===== src/rtl/count_pkg.sv =====
// Shared constants and state encoding for the count game sequencer and display side.
package count_pkg;

  localparam int unsigned NUM_W              = 3;
  localparam int unsigned DEF_TICKS_PER_STEP = 1000;
  localparam int unsigned DEF_START_NUM      = 7;
  localparam int unsigned DEF_BLINK_TICKS    = 250;

  typedef enum logic [1:0] {
    IDLE  = 2'd0,
    RUN   = 2'd1,
    PAUSE = 2'd2,
    DONE  = 2'd3
  } state_t;

endpackage


===== src/rtl/count_seq_ctrl_key_sync_edge.sv =====
// Two-flop synchronizer for a raw key followed by a one-cycle rising-edge pulse.
module key_sync_edge (
  input  logic clk,
  input  logic rst,
  input  logic key_i,
  output logic edge_o
);

  logic sync1_q;
  logic sync2_q;
  logic prev_q;

  always_ff @(posedge clk or negedge rst) begin
    if (!rst) begin
      sync1_q <= 1'b0;
      sync2_q <= 1'b0;
      prev_q  <= 1'b0;
    end else begin
      sync1_q <= key_i;
      sync2_q <= sync1_q;
      prev_q  <= sync2_q;
    end
  end

  assign edge_o = sync2_q & ~prev_q;

endmodule


===== src/rtl/count_seq_ctrl.sv =====
// Countdown sequencer driving the dot-matrix digit and enable.
// Optional done-state blink is built when COUNT_SEQ_CTRL_BLINK_EN is defined.
module count_seq_ctrl
  import count_pkg::*;
#(
  parameter int unsigned TICKS_PER_STEP = DEF_TICKS_PER_STEP,
  parameter int unsigned START_NUM      = DEF_START_NUM,
  parameter int unsigned BLINK_TICKS    = DEF_BLINK_TICKS
) (
  input  logic             clk,
  input  logic             rst,
  input  logic             key_start,
  input  logic             key_pause,
  output logic [NUM_W-1:0] num,
  output logic             st,
  output logic             step,
  output logic             done,
  output state_t           dbg_state
);

  localparam int unsigned      TW        = $clog2(TICKS_PER_STEP);
  localparam logic [TW-1:0]    TICK_LAST = TW'(TICKS_PER_STEP - 1);
  localparam logic [NUM_W-1:0] START_V   = NUM_W'(START_NUM);

  if (TICKS_PER_STEP < 2) begin : g_bad_ticks
    $error("TICKS_PER_STEP must be at least 2");
  end
  if (START_NUM > 7) begin : g_bad_start
    $error("START_NUM must be 0..7");
  end
  if (BLINK_TICKS < 1) begin : g_bad_blink
    $error("BLINK_TICKS must be at least 1");
  end

  logic start_edge;
  logic pause_edge;

  key_sync_edge u_start_sync (
    .clk    (clk),
    .rst    (rst),
    .key_i  (key_start),
    .edge_o (start_edge)
  );

  key_sync_edge u_pause_sync (
    .clk    (clk),
    .rst    (rst),
    .key_i  (key_pause),
    .edge_o (pause_edge)
  );

  state_t           state_q;
  logic [TW-1:0]    tick_q;
  logic [NUM_W-1:0] num_q;
  logic             st_q;
  logic             step_q;
  logic             done_q;

`ifdef COUNT_SEQ_CTRL_BLINK_EN
  localparam int unsigned   BW         = (BLINK_TICKS > 1) ? $clog2(BLINK_TICKS) : 1;
  localparam logic [BW-1:0] BLINK_LAST = BW'(BLINK_TICKS - 1);
  logic [BW-1:0] blink_q;
`endif

  // Start has top priority in every state; terminal tick beats pause in RUN.
  always_ff @(posedge clk or negedge rst) begin
    if (!rst) begin
      state_q <= IDLE;
      tick_q  <= '0;
      num_q   <= START_V;
      st_q    <= 1'b0;
      step_q  <= 1'b0;
      done_q  <= 1'b0;
`ifdef COUNT_SEQ_CTRL_BLINK_EN
      blink_q <= '0;
`endif
    end else begin
      step_q <= 1'b0;
      if (start_edge) begin
        state_q <= RUN;
        tick_q  <= '0;
        num_q   <= START_V;
        st_q    <= 1'b1;
        done_q  <= 1'b0;
      end else begin
        case (state_q)
          IDLE: begin
            st_q  <= 1'b0;
            num_q <= START_V;
          end
          RUN: begin
            st_q <= 1'b1;
            if (tick_q == TICK_LAST) begin
              tick_q <= '0;
              if (num_q != '0) begin
                num_q  <= num_q - 1'b1;
                step_q <= 1'b1;
              end else begin
                state_q <= DONE;
                done_q  <= 1'b1;
`ifdef COUNT_SEQ_CTRL_BLINK_EN
                blink_q <= '0;
`endif
              end
            end else if (pause_edge) begin
              state_q <= PAUSE;
            end else begin
              tick_q <= tick_q + 1'b1;
            end
          end
          PAUSE: begin
            st_q <= 1'b1;
            if (pause_edge) state_q <= RUN;
          end
          DONE: begin
            num_q  <= '0;
            done_q <= 1'b1;
`ifdef COUNT_SEQ_CTRL_BLINK_EN
            if (blink_q == BLINK_LAST) begin
              blink_q <= '0;
              st_q    <= ~st_q;
            end else begin
              blink_q <= blink_q + 1'b1;
            end
`else
            st_q <= 1'b1;
`endif
          end
          default: begin
            state_q <= IDLE;
            tick_q  <= '0;
            num_q   <= START_V;
            st_q    <= 1'b0;
            done_q  <= 1'b0;
          end
        endcase
      end
    end
  end

  assign num       = num_q;
  assign st        = st_q;
  assign step      = step_q;
  assign done      = done_q;
  assign dbg_state = state_q;

endmodule


===== config.mk =====
export PLATFORM = sky130hd
export DESIGN_NAME = count_seq_ctrl
export DESIGN_NICKNAME = d
export VERILOG_FILES = /design/src/rtl/count_pkg.sv /design/src/rtl/count_seq_ctrl_key_sync_edge.sv /design/src/rtl/count_seq_ctrl.sv
export SDC_FILE = /design/constraint.sdc
export NUM_CORES = 1
export LEC_CHECK = 0
export BUFFER_PORTS_ARGS = -buffer_cell sky130_fd_sc_hd__buf_4
export CAP_MARGIN = 30
export CELL_PAD_IN_SITES_DETAIL_PLACEMENT = 2
export CELL_PAD_IN_SITES_GLOBAL_PLACEMENT = 2
export CORE_UTILIZATION = 37
export DETAILED_ROUTE_END_ITERATION = 6
export PLACE_DENSITY_LB_ADDON = 0.1
export SYNTH_ARGS = -nofsm -noshare
export SYNTH_HDL_FRONTEND = slang
export SYNTH_SLANG_ARGS = --single-unit

===== constraint.sdc =====
create_clock -name clk -period 2.9 [get_ports clk]
set_clock_uncertainty 0.2 [all_clocks]
set_input_delay 0 -clock clk [delete_from_list [all_inputs] [get_ports clk]]
set_output_delay 0 -clock clk [all_outputs]
set_load 0.005 [all_outputs]

==> run_results.csv <==
group,metric,value,unit
clocking,cts_resized,0,
logic_synthesis,synth_area_leader_cell,"dfrtp_1",
logic_synthesis,ys_warn_count,0,
floorplan,core-area,3340,µm²
logic_synthesis,syn_avg_cell_area,9.99,µm²
logic_synthesis,synth_cells,129,
placed_design,gp_congestion,0.811,
power,power_density,712,nW/µm²
floorplan,rows,21,
sta,setup_tns,0,ns
flow_run,drv_cap,0,
power,comb_power_share,43.2,%
finish,antenna_cells,0,
min_path,hp-class,"input pin to flop",
sta,setup_viol,0,
worst_setup_path,worstPathArrival,2.30,ns
grt,grt_usage,19.3,%
power,p_int,657,µW
route,drc,0,
power,power.switching,423,µW
placed_design,dp_hpwl,2370,µm
route,routedWlPerCell,16.7,µm
sta,slew_viol_final,0,
finish,syn2layout_area_growth,17.7,%
floorplan,initial_utilization,38.6,%
worst_setup_path,start_kind,"flop",
sta,rsz0062_at_grt,"false",
power,clockPowerShare,13.8,%
finish,design_area,1520,µm²
grt,grt_max_degree,22,
sta,worst_pin_slew,0.727,ns
clocking,clk_latency,0.31,ns
worst_setup_path,critPathMaxFanout,4,
placed_design,numPortBuffers,11,
grt,overflow,0,
power,p_leak,0.000661,µW
worst_setup_path,end_kind,"flop",
sta,hold_viol_final,0,
logic_synthesis,syn-num-nets,140,
floorplan,die_h,61.0,µm
logic_synthesis,yosys-top-cells-count,"dfrtp_1, a21oi_1, nor2_1, o21ai_0, nand2_1",
logic_synthesis,synth_flop_cell,"dfrtp_1",
min_path,holdPathStages,2,
floorplan,design.die.area,3720,µm²
sta,finalCritPeriodShare,78.1,%
logic_synthesis,netlist_top_cells_area,"dfrtp_1, ha_1, dfstp_2",
route,first_pass_iters,4,
placed_design,placed_area,1430,µm²
grt,antenna_found_initial,0,
power,power,1080,µW
route,detail_route.vias_per_cell,5.57,
power,p_seq_share,43.0,%
sta,fmaxAchievable,0.441,GHz
clocking,cts_tree,"done",
clocking,cts_sinks,24,
power,irDropWorstVdd,0.181,mV
sta,period_needed,2.27,ns
clocking,holdBufCountCts,5,
logic_synthesis,seq_area_frac_synth,46.9,%
clocking,cts-htree-levels,1,
power,p_sw_share,39.2,%
logic_synthesis,async_flop_share,100,%
worst_setup_path,rr_worst_depth,7,
route,vias,1075,
run_status,status,"complete, no violations",
worst_setup_path,crit_type,"flop to flop",
clocking,cts_made_buffers,3,
logic_synthesis,netlist_area,1290,µm²
route,dr.first_iter.drc_count,37,
logic_synthesis,synth_top_area_share,40.8,%
floorplan,die_w,61.0,µm
grt,grt_pass1_wl,5160,µm
route,postRouteAntennaNets,0,
placed_design,post-place-cells,183,
clocking,clkTransAtPathRegs,0.13,ns
grt,grt_pass1_vias,1080,
clocking,cts_setup_buffers,0,
finish,final-instance-count-excl-fill,193,
clocking,clockBufferDepth,2,
route,drt-total-wl,3220,µm
clocking,cts_root_buffer,"clkbuf_4",
logic_synthesis,synth_seq_cells,24,
logic_synthesis,synth.most_common_cell,"dfrtp_1",
finish,drive_above_1_share,19.0,%
finish,fin_nets,159,
logic_synthesis,synth-edff-count,0,
floorplan,ios,12,
finish,fillers,366,
sta,max_slew_margin,51.4,%
worst_setup_path,required,2.93,ns
logic_synthesis,ys_types,38,
## placed cells by master (no fill, tap or decap), types with 4 or more instances in the layout
master and instances:
a21oi_1 12, buf_4 13, dfrtp_1 21, dlygate4sd3_1 5, ha_1 7, inv_1 7
nand2_1 9, nand3_1 4, nor2_1 12, nor3_1 4, o21ai_0 10
## layer usage
layer / routed length (µm) / vias up / track usage (%)
li1: - / 504 / -
met1: 1440 / 545 / 24.4
met2: 1650 / 22 / 33.1
met3: 82 / 4 / 2.73
met4: 49 / 0 / 8.12
met5: 0 / - / 0
## state kept, by name (all words and copies together) (netlist names)
| register | count |
|---|---|
| step | 1 |
| tick_q | 10 |
| u_start_sync.prev_q | 1 |
| u_start_sync.sync2_q | 1 |
| done | 1 |
| u_start_sync.sync1_q | 1 |
| st | 1 |
| dbg_state | 2 |
| u_pause_sync.sync2_q | 1 |
| u_pause_sync.prev_q | 1 |
| num | 3 |
| u_pause_sync.sync1_q | 1 |
## critical path, cell delays in order (launching register included)
cell and delay (ns):
dfstp_2 0.57, inv_1 0.07, ha_1 0.19, inv_1 0.05
o21ai_0 0.20, or4_4 0.57, o211a_1 0.16, o32ai_2 0.18
## cell type report
type,instances,area [µm²],share of cell area [%]
multi-input combinational,93,639,42.2
sequential,24,604,39.9
timing repair buffer,19,163,10.7
tap,46,57.6,3.80
clock buffer,4,26.3,1.73
inverter,7,26.3,1.73
## power by group through the flow
| stage | combinational [µW] | sequential (µW) | clock (µW) |
|---|---|---|---|
| global route | 528 | 473 | 175 |
| floorplan | 298 | 462 | 0 |
| CTS | 474 | 466 | 161 |
| global placement | 445 | 466 | 0 |
| finish | 467 | 464 | 149 |
| detailed placement | 467 | 472 | 0 |
## final timing paths
check / slack, ns / end / start
max: 0.63 / dbg_state[1] / num[0]
min: 0.13 / u_pause_sync.sync1_q / key_pause
max reg2reg: 0.63 / dbg_state[1] / num[0]
min reg2reg: 0.16 / u_start_sync.sync2_q / u_start_sync.sync1_q
max in group asynchronous: 1.18 / tick_q[5] / rst
min in group asynchronous: 0.53 / num[2] / rst
## through the flow
step | setup slack, ns | hold WS [ns] | utilization (%)
detailed placement | 0.644 | -0.273 | 42.7
finish | 0.635 | 0.131 | 45.4
global placement | 0.701 | -0.279 | 42.7
CTS | 0.479 | 0.116 | 45.0
global route | 0.543 | 0.110 | 45.4
floorplan | 0.767 | -0.496 | -
## logic make-up after synthesis
| group | count (synthesis) | share of synthesized area, % |
|---|---|---|
| flops | 24 | 46.9 |
| buf+inv | 12 | 3.49 |
| compound gates | 35 | 18.9 |
| fa+ha+maj | 7 | 6.80 |
| simple gates | 50 | 23.2 |
| xor+xnor | 1 | 0.680 |
Note: power is estimated with default switching activity, not from simulation.
